`src/rtl/capture_controller_if.sv`:
```
// Pixel-write, host-read and frame-buffer RAM signals of the capture controller.
// master: the capture controller itself; slave: the demosaic/host/RAM side.
interface capture_controller_if #(
    parameter int unsigned ADDR_W = 18
);
    logic              px_wr_en;
    logic [ADDR_W-1:0] px_addr;
    logic [7:0]        px_data;
    logic              demosaic_en;
    logic              rd_req;
    logic [ADDR_W-1:0] rd_addr;
    logic              rd_valid;
    logic [7:0]        rd_data;
    logic              ram_en;
    logic              ram_we;
    logic [ADDR_W-1:0] ram_addr;
    logic [7:0]        ram_wdata;
    logic [7:0]        ram_rdata;

    modport master (
        input  px_wr_en, px_addr, px_data, rd_req, rd_addr, ram_rdata,
        output demosaic_en, rd_valid, rd_data, ram_en, ram_we, ram_addr, ram_wdata
    );

    modport slave (
        output px_wr_en, px_addr, px_data, rd_req, rd_addr, ram_rdata,
        input  demosaic_en, rd_valid, rd_data, ram_en, ram_we, ram_addr, ram_wdata
    );
endinterface

```
`src/rtl/capture_controller.sv`:
```
// One-shot frame capture sequencer and frame-buffer RAM arbiter.
// Arms on capture_req, waits for a clean fv rising edge, admits exactly one
// frame of demosaic writes, then hands the RAM to the host reader.
// Optional macro CAPTURE_CHECKSUM_EN: 16-bit running sum of accepted pixels;
// without it the checksum output is tied to zero.
module capture_controller #(
    parameter int unsigned ADDR_W         = 18,
    parameter int unsigned FRAME_PIXELS   = 160000,
    parameter logic [23:0] TIMEOUT_CYCLES = 24'd10_000_000
) (
    input  logic                  clk,
    input  logic                  reset_n,
    input  logic                  capture_req,
    input  logic                  capture_abort,
    input  logic                  fv,
    capture_controller_if.master  bus,
    output logic                  busy,
    output logic                  done,
    output logic                  error,
    output logic [ADDR_W-1:0]     pixel_count,
    output logic [15:0]           checksum
);
    typedef enum logic [2:0] {
        S_IDLE         = 3'd0,
        S_WAIT_FV_LOW  = 3'd1,
        S_WAIT_FV_HIGH = 3'd2,
        S_CAPTURE      = 3'd3,
        S_READOUT      = 3'd4,
        S_ERROR        = 3'd5
    } state_t;

    localparam logic [ADDR_W-1:0] FRAME_MAX = ADDR_W'(FRAME_PIXELS);
    localparam logic [ADDR_W-1:0] CNT_ONE   = {{(ADDR_W-1){1'b0}}, 1'b1};

    state_t            state_q, state_d;
    logic              fv_meta_q, fv_s_q, fv_prev_q;
    logic [23:0]       tmo_q, tmo_d;
    logic              demosaic_en_q, demosaic_en_d;
    logic              busy_q, busy_d;
    logic              done_q, done_d;
    logic              error_q, error_d;
    logic [ADDR_W-1:0] pixel_count_q, pixel_count_d;
    logic              ram_en_q, ram_en_d;
    logic              ram_we_q, ram_we_d;
    logic [ADDR_W-1:0] ram_addr_q, ram_addr_d;
    logic [7:0]        ram_wdata_q, ram_wdata_d;
    logic              rd_pend_q, rd_pend_d;
    logic              rd_valid_q;
    logic              arm_s;
    logic              fv_rise_s, fv_fall_s, tmo_hit_s;
`ifdef CAPTURE_CHECKSUM_EN
    logic [15:0]       csum_q, csum_d;
`endif

    assign fv_rise_s = fv_s_q & ~fv_prev_q;
    assign fv_fall_s = ~fv_s_q & fv_prev_q;
    assign tmo_hit_s = (tmo_q == (TIMEOUT_CYCLES - 24'd1));

    // State register of the capture sequencer.
    always_ff @(posedge clk or negedge reset_n) begin
        if (!reset_n) begin
            state_q <= S_IDLE;
        end else begin
            state_q <= state_d;
        end
    end

    // Next-state and next-output decode; abort overrides everything else.
    always_comb begin
        state_d       = state_q;
        arm_s         = 1'b0;
        demosaic_en_d = demosaic_en_q;
        done_d        = done_q;
        error_d       = error_q;
        pixel_count_d = pixel_count_q;
        ram_en_d      = 1'b0;
        ram_we_d      = 1'b0;
        ram_addr_d    = ram_addr_q;
        ram_wdata_d   = ram_wdata_q;
        rd_pend_d     = 1'b0;
`ifdef CAPTURE_CHECKSUM_EN
        csum_d        = csum_q;
`endif
        case (state_q)
            S_IDLE: begin
                if (capture_req) arm_s = 1'b1;
                else             arm_s = 1'b0;
            end
            S_WAIT_FV_LOW: begin
                // Waiting for fv low rejects a frame that is already running.
                if (!fv_s_q)        state_d = S_WAIT_FV_HIGH;
                else if (tmo_hit_s) state_d = S_ERROR;
                else                state_d = state_q;
            end
            S_WAIT_FV_HIGH: begin
                if (fv_rise_s) begin
                    state_d       = S_CAPTURE;
                    demosaic_en_d = 1'b1;
                end else if (tmo_hit_s) begin
                    state_d       = S_ERROR;
                    demosaic_en_d = 1'b0;
                end else begin
                    state_d       = state_q;
                end
            end
            S_CAPTURE: begin
                if (bus.px_wr_en && (pixel_count_q < FRAME_MAX)) begin
                    ram_en_d      = 1'b1;
                    ram_we_d      = 1'b1;
                    ram_addr_d    = bus.px_addr;
                    ram_wdata_d   = bus.px_data;
                    pixel_count_d = pixel_count_q + CNT_ONE;
`ifdef CAPTURE_CHECKSUM_EN
                    csum_d        = csum_q + {8'd0, bus.px_data};
`endif
                end else begin
                    pixel_count_d = pixel_count_q;
                end
                // A write landing on the falling-edge cycle still counts.
                if (fv_fall_s) begin
                    demosaic_en_d = 1'b0;
                    if (pixel_count_d == FRAME_MAX) begin
                        state_d = S_READOUT;
                        done_d  = 1'b1;
                    end else begin
                        state_d = S_ERROR;
                    end
                end else if (tmo_hit_s) begin
                    state_d       = S_ERROR;
                    demosaic_en_d = 1'b0;
                end else begin
                    state_d       = state_q;
                end
            end
            S_READOUT: begin
                if (bus.rd_req) begin
                    ram_en_d   = 1'b1;
                    ram_we_d   = 1'b0;
                    ram_addr_d = bus.rd_addr;
                    rd_pend_d  = 1'b1;
                end else begin
                    rd_pend_d  = 1'b0;
                end
                if (capture_req) arm_s = 1'b1;
                else             arm_s = 1'b0;
            end
            S_ERROR: begin
                error_d = 1'b1;
                if (capture_req) arm_s = 1'b1;
                else             arm_s = 1'b0;
            end
            default: begin
                state_d = S_IDLE;
            end
        endcase

        if (arm_s) begin
            state_d       = S_WAIT_FV_LOW;
            pixel_count_d = {ADDR_W{1'b0}};
            done_d        = 1'b0;
            error_d       = 1'b0;
`ifdef CAPTURE_CHECKSUM_EN
            csum_d        = 16'd0;
`endif
        end else if (state_d == S_ERROR) begin
            error_d = 1'b1;
        end else begin
            error_d = error_d;
        end

        if (capture_abort) begin
            state_d       = S_IDLE;
            demosaic_en_d = 1'b0;
            done_d        = 1'b0;
            error_d       = error_q;
            pixel_count_d = pixel_count_q;
            ram_en_d      = 1'b0;
            ram_we_d      = 1'b0;
            rd_pend_d     = 1'b0;
`ifdef CAPTURE_CHECKSUM_EN
            csum_d        = csum_q;
`endif
        end else begin
            state_d = state_d;
        end

        busy_d = (state_d == S_WAIT_FV_LOW) || (state_d == S_WAIT_FV_HIGH) ||
                 (state_d == S_CAPTURE);

        // Timeout restarts on every state change and only runs while busy.
        if (state_d != state_q) tmo_d = 24'd0;
        else if (busy_d)        tmo_d = tmo_q + 24'd1;
        else                    tmo_d = 24'd0;
    end

    // fv synchroniser, edge reference, timeout, registered outputs and read pipe.
    always_ff @(posedge clk or negedge reset_n) begin
        if (!reset_n) begin
            fv_meta_q     <= 1'b0;
            fv_s_q        <= 1'b0;
            fv_prev_q     <= 1'b0;
            tmo_q         <= 24'd0;
            demosaic_en_q <= 1'b0;
            busy_q        <= 1'b0;
            done_q        <= 1'b0;
            error_q       <= 1'b0;
            pixel_count_q <= {ADDR_W{1'b0}};
            ram_en_q      <= 1'b0;
            ram_we_q      <= 1'b0;
            ram_addr_q    <= {ADDR_W{1'b0}};
            ram_wdata_q   <= 8'd0;
            rd_pend_q     <= 1'b0;
            rd_valid_q    <= 1'b0;
        end else begin
            fv_meta_q     <= fv;
            fv_s_q        <= fv_meta_q;
            fv_prev_q     <= fv_s_q;
            tmo_q         <= tmo_d;
            demosaic_en_q <= demosaic_en_d;
            busy_q        <= busy_d;
            done_q        <= done_d;
            error_q       <= error_d;
            pixel_count_q <= pixel_count_d;
            ram_en_q      <= ram_en_d;
            ram_we_q      <= ram_we_d;
            ram_addr_q    <= ram_addr_d;
            ram_wdata_q   <= ram_wdata_d;
            rd_pend_q     <= rd_pend_d;
            rd_valid_q    <= rd_pend_q;
        end
    end

`ifdef CAPTURE_CHECKSUM_EN
    // Running modulo-2^16 pixel sum, cleared on arm and held after capture.
    always_ff @(posedge clk or negedge reset_n) begin
        if (!reset_n) begin
            csum_q <= 16'd0;
        end else begin
            csum_q <= csum_d;
        end
    end
    assign checksum = csum_q;
`else
    assign checksum = 16'd0;
`endif

    assign bus.demosaic_en = demosaic_en_q;
    assign bus.ram_en      = ram_en_q;
    assign bus.ram_we      = ram_we_q;
    assign bus.ram_addr    = ram_addr_q;
    assign bus.ram_wdata   = ram_wdata_q;
    assign bus.rd_valid    = rd_valid_q;
    // RAM output is registered inside the RAM, so it is gated, not re-registered.
    assign bus.rd_data     = rd_valid_q ? bus.ram_rdata : 8'd0;
    assign busy            = busy_q;
    assign done            = done_q;
    assign error           = error_q;
    assign pixel_count     = pixel_count_q;
endmodule

```
`src/flat_wrapper.sv`:
```
// flat-port wrapper written by rule: the top's interface ports become plain ports
module capture_controller_flat 
#(
    parameter int unsigned ADDR_W         = 18,
    parameter int unsigned FRAME_PIXELS   = 160000,
    parameter logic [23:0] TIMEOUT_CYCLES = 24'd10_000_000
)
  (clk, reset_n, capture_req, capture_abort, fv, busy, done, error, pixel_count, checksum, bus_px_wr_en, bus_px_addr, bus_px_data, bus_rd_req, bus_rd_addr, bus_ram_rdata, bus_demosaic_en, bus_rd_valid, bus_rd_data, bus_ram_en, bus_ram_we, bus_ram_addr, bus_ram_wdata);
  capture_controller_if #(.ADDR_W(ADDR_W)) bus_i ();
  input  logic clk;
  input  logic reset_n;
  input  logic capture_req;
  input  logic capture_abort;
  input  logic fv;
  output logic busy;
  output logic done;
  output logic error;
  output logic [ADDR_W-1:0] pixel_count;
  output logic [15:0] checksum;
  input wire logic [$bits(bus_i.px_wr_en)-1:0] bus_px_wr_en;
  input wire logic [$bits(bus_i.px_addr)-1:0] bus_px_addr;
  input wire logic [$bits(bus_i.px_data)-1:0] bus_px_data;
  input wire logic [$bits(bus_i.rd_req)-1:0] bus_rd_req;
  input wire logic [$bits(bus_i.rd_addr)-1:0] bus_rd_addr;
  input wire logic [$bits(bus_i.ram_rdata)-1:0] bus_ram_rdata;
  output wire logic [$bits(bus_i.demosaic_en)-1:0] bus_demosaic_en;
  output wire logic [$bits(bus_i.rd_valid)-1:0] bus_rd_valid;
  output wire logic [$bits(bus_i.rd_data)-1:0] bus_rd_data;
  output wire logic [$bits(bus_i.ram_en)-1:0] bus_ram_en;
  output wire logic [$bits(bus_i.ram_we)-1:0] bus_ram_we;
  output wire logic [$bits(bus_i.ram_addr)-1:0] bus_ram_addr;
  output wire logic [$bits(bus_i.ram_wdata)-1:0] bus_ram_wdata;
  assign bus_i.px_wr_en = bus_px_wr_en;
  assign bus_i.px_addr = bus_px_addr;
  assign bus_i.px_data = bus_px_data;
  assign bus_i.rd_req = bus_rd_req;
  assign bus_i.rd_addr = bus_rd_addr;
  assign bus_i.ram_rdata = bus_ram_rdata;
  assign bus_demosaic_en = bus_i.demosaic_en;
  assign bus_rd_valid = bus_i.rd_valid;
  assign bus_rd_data = bus_i.rd_data;
  assign bus_ram_en = bus_i.ram_en;
  assign bus_ram_we = bus_i.ram_we;
  assign bus_ram_addr = bus_i.ram_addr;
  assign bus_ram_wdata = bus_i.ram_wdata;
  capture_controller #(.ADDR_W(ADDR_W), .FRAME_PIXELS(FRAME_PIXELS), .TIMEOUT_CYCLES(TIMEOUT_CYCLES)) u_core (.clk(clk), .reset_n(reset_n), .capture_req(capture_req), .capture_abort(capture_abort), .fv(fv), .bus(bus_i), .busy(busy), .done(done), .error(error), .pixel_count(pixel_count), .checksum(checksum));
endmodule
```
`config.mk`:
```
export PLATFORM = sky130hd
export DESIGN_NAME = capture_controller_flat
export DESIGN_NICKNAME = d
export VERILOG_FILES = /design/src/rtl/capture_controller_if.sv /design/src/rtl/capture_controller.sv /design/src/flat_wrapper.sv
export SDC_FILE = /design/constraint.sdc
export NUM_CORES = 1
export LEC_CHECK = 0
export CAP_MARGIN = 20
export CORE_UTILIZATION = 45
export DETAILED_ROUTE_END_ITERATION = 10
export PLACE_DENSITY = 0.77
export SLEW_MARGIN = 40
export SYNTH_ARGS = -nofsm -noshare
export SYNTH_HDL_FRONTEND = slang
export SYNTH_SLANG_ARGS = --single-unit
```
`constraint.sdc`:
```
create_clock -name clk -period 3.4 [get_ports clk]
set_clock_uncertainty 0.1 [all_clocks]
set_input_delay 0.68 -clock clk [delete_from_list [all_inputs] [get_ports clk]]
set_output_delay 0.68 -clock clk [all_outputs]
set_load 0.02 [all_outputs]
```
==> results.sh <==
export IMPL_crit_arrival_ns=2.88
export IMPL_drc=0
export IMPL_num_antenna_cells=0
export IMPL_cp_max_fo=7
export IMPL_r2r_start="u_core.pixel_count[0]"
export IMPL_synth_cell_types=65
export IMPL_synthAdderAreaFrac=0.00561
export IMPL_gp_congestion=0.879
export IMPL_hpwl_mm=7.35
export IMPL_insertion_delay_ns=0.35
export IMPL_cts_max_level=3
export IMPL_cts_buffers_inserted=9
export IMPL_cp_slowest_stage_delay_ns=0.52
export IMPL_grt_max_degree=83
export IMPL_antenna_found_initial=0
export IMPL_die_w_um=102
export IMPL_reg2reg_setup_slack_ns=0.66
export IMPL_synthToLayoutAreaGrowth_pct=32.0
export IMPL_numClockSinks=82
export IMPL_groute_usage_overall=0.206
export IMPL_synth_mux_area_frac=0.0651
export IMPL_setup_violations=0
export IMPL_ff2ff_path_depth=9
export IMPL_synth_compound_area_share=0.130
export IMPL_initial_core_util=0.474
export IMPL_drv_cap=0
export IMPL_ant_nets=0
export IMPL_synth_xor_area_frac=0.0589
export IMPL_min_period_over_period=0.806
export IMPL_cp_slowest_cell="or4b_4"
export IMPL_hold_viol_final=0
export IMPL_synth_top_family_by_area="simple AND/OR/NAND/NOR gates"
export IMPL_fmax_mhz=365
export IMPL_fin_tns_setup_ns=0
export IMPL_path_buf_inv=0
export IMPL_dieArea_um2=10300
export IMPL_drtIter0Drc=123
export IMPL_cts_tree="yes"
export IMPL_vias=3765
export IMPL_cts_resized=0
export IMPL_syn_inst=466
export IMPL_core_um2=9420
export IMPL_place_ws_ns=0.401
export IMPL_io_pins=134
export IMPL_post_cts_buffers=0
export IMPL_layout_drive_gt1_share=0.0956
export IMPL_yosys_warnings=0
export IMPL_worstReg2RegEnd="u_core.state_q[0]"
export IMPL_synth_simple_area_share=0.222
export IMPL_hp_class="primary input to asynchronous set/reset pin"
export IMPL_syn_area_per_cell_um2=9.57
export IMPL_ys_seq_area_frac=0.460
export IMPL_overflow=0
export IMPL_synth_area_um2=4460
export IMPL_ys_flop_type="dfrtp_1"
export IMPL_layout_min_cycle_time_ns=2.74
export IMPL_hold_buffers=0
export IMPL_portBuffers=117
export IMPL_synth_edff_count=0
export IMPL_fin_nets=642
export IMPL_avgRoutedWirePerCell_um=14.1
export IMPL_rsz0062_at_grt="false"
export IMPL_fillerInstances=802
export IMPL_clockBufferDepth=2
export IMPL_grt_pass1_wl_mm=16.9
export IMPL_clk_pin_slew_worst_paths_ns=0.09
export IMPL_critPathTopFamily="simple AND/OR/NAND/NOR gates"
export IMPL_die_y_um=102
export IMPL_setup_worst_path_end_class="flip-flop"
export IMPL_crit_chain="ha_1 > and2_2 > and3_2 > o211a_4 > xor2_1 > or4b_4 > o21ai_2 > nand4_2 > o31a_1"
export IMPL_via_per_inst=5.27
export IMPL_cts_root_buf="clkbuf_8"
export IMPL_drv_slew=0
export IMPL_layout_setup_ws_ns=0.659
export IMPL_synth_seq_cells=82
export IMPL_crit_type="flip-flop to flip-flop"
export IMPL_start_kind="flip-flop"
export IMPL_rows=35
export IMPL_ir_drop_v=0.000277
export IMPL_worst_hold_slack_ns=0.129
export IMPL_p_leak_nw=2.41
export IMPL_synthArstFlopShare=1.00
export IMPL_status="finished clean"
export IMPL_first_pass_iters=4
export IMPL_finalWirelength_mm=10.1
export IMPL_p_per_area_nw_per_um2=440
export IMPL_cp_data_required_time_ns=3.54
export IMPL_grt_pass1_vias=3668
## worst max path at each step
stage	startpoint	to	slack, ns	cells past startpoint
finish	u_core.pixel_count[0]	u_core.state_q[0]	0.66	9
CTS	u_core.pixel_count[0]	u_core.state_q[0]	0.68	9
detailed placement	bus_px_wr_en	u_core.state_q[0]	0.40	8
global placement	bus_px_wr_en	u_core.state_q[0]	0.48	8
global route	u_core.pixel_count[3]	u_core.state_q[0]	0.51	8
floorplan	u_core.pixel_count[0]	u_core.state_q[0]	0.81	9
## power breakdown
part	switching [mW]	internal, mW	total, mW
Sequential	0.0759	1.10	1.18
Clock	0.377	0.344	0.721
Combinational	0.346	0.347	0.693
## placed cells by master, fill, tap and decap left out, drive strengths merged, types with 3 or more instances in the layout
cell / Yosys / layout
nor2b: 5 / 5
a21oi: 13 / 13
xor2: 19 / 19
nand4: 10 / 10
and2: 19 / 19
and4: 3 / 3
inv: 4 / 6
nand2: 60 / 60
nor2: 44 / 44
o31ai: 6 / 6
a31oi: 4 / 4
mux2i: 20 / 20
clkbuf: 10 / 9
and3: 15 / 15
nand3: 19 / 19
buf: 26 / 9
conb: 1 / 16
clkdlybuf4s50: 0 / 116
clkinvlp: 0 / 4
nor4: 4 / 4
mux2: 8 / 8
o41ai: 4 / 4
xnor2: 11 / 11
o21ai: 46 / 46
dfrtp: 82 / 82
## stage by stage
stage	util	instances	power [mW]	instance area, um^2
after global placement	0.601	698	1.88	5660
after floorplan	-	481	1.53	4520
after detailed placement	0.602	698	1.89	5670
after global routing	0.625	715	2.73	5890
final	0.625	715	2.59	5890
after CTS	0.623	714	2.61	5870
## flip-flops by register name (all words and copies together), names as in the netlist
register / count
u_core.tmo_q: 24
u_core.bus.ram_addr: 18
u_core.pixel_count: 18
u_core.bus.ram_wdata: 8
u_core.state_q: 3
u_core.bus.demosaic_en: 1
u_core.bus.ram_en: 1
u_core.bus.ram_we: 1
u_core.bus.rd_valid: 1
u_core.busy: 1
u_core.done: 1
u_core.error: 1
u_core.fv_meta_q: 1
u_core.fv_prev_q: 1
u_core.fv_s_q: 1
u_core.rd_pend_q: 1
## worst reg2reg max path: cells and delay by family, from the launching register on
kind,cells,cell delay [ns]
fa+ha+maj,1,0.29
flops,1,0.48
simple gates,4,1.10
compound gates,3,0.53
xor+xnor,1,0.14
## Yosys cell counts, types with 2 or more instances
cell type | number | share of area
dfrtp_1 | 82 | 0.46
nand2_1 | 60 | 0.050
nor2_1 | 43 | 0.036
o21ai_0 | 35 | 0.039
mux2i_1 | 20 | 0.045
nand3_1 | 19 | 0.021
xor2_1 | 19 | 0.037
buf_4 | 17 | 0.029
and2_1 | 15 | 0.021
a21oi_1 | 11 | 0.012
and3_1 | 11 | 0.015
xnor2_1 | 11 | 0.022
o21ai_1 | 10 | 0.011
nand4_1 | 9 | 0.013
clkbuf_1 | 8 | 0.0067
mux2_2 | 8 | 0.020
buf_2 | 7 | 0.0079
o31ai_1 | 5 | 0.0084
a31oi_1 | 4 | 0.0056
inv_1 | 4 | 0.0034
nor2b_1 | 4 | 0.0056
o41ai_1 | 4 | 0.0079
and2_4 | 3 | 0.0059
and3_2 | 3 | 0.0050
and4_1 | 3 | 0.0059
nor4_1 | 3 | 0.0042
a21oi_2 | 2 | 0.0039
buf_6 | 2 | 0.0050
clkbuf_8 | 2 | 0.0062
ha_1 | 2 | 0.0056
nand2b_1 | 2 | 0.0028
nor3b_1 | 2 | 0.0034
o2111ai_1 | 2 | 0.0039
o211ai_1 | 2 | 0.0034
o31a_1 | 2 | 0.0039
## cell families after synthesis
group / count (synthesis)
AND/OR/NAND/NOR: 193
AO/OA/AOI/OAI: 90
flip-flops: 82
buffers and inverters: 40
XOR/XNOR: 30
multiplexers: 28
adder cells (fa/ha/maj): 2
other: 1
## layer usage
| metal | routed length, um | global-route usage | up-vias |
|---|---|---|---|
| li1 | - | - | 1825 |
| met1 | 4320 | 0.270 | 1791 |
| met2 | 5010 | 0.340 | 134 |
| met3 | 585 | 0.0380 | 15 |
| met4 | 164 | 0.0803 | 0 |
| met5 | 0 | 0 | - |
## area by class of cell
type                    count  area (um^2)  area share
well taps                 129          161      0.0274
flip-flops and latches     82         2050       0.349
inverters                   4         15.0     0.00255
clock inverters             7         77.6      0.0132
multi-input cells         359         2210       0.376
clock buffers               9          124      0.0210
repair buffers            125         1240       0.211
Note: power is estimated with default switching activity, not from simulation.
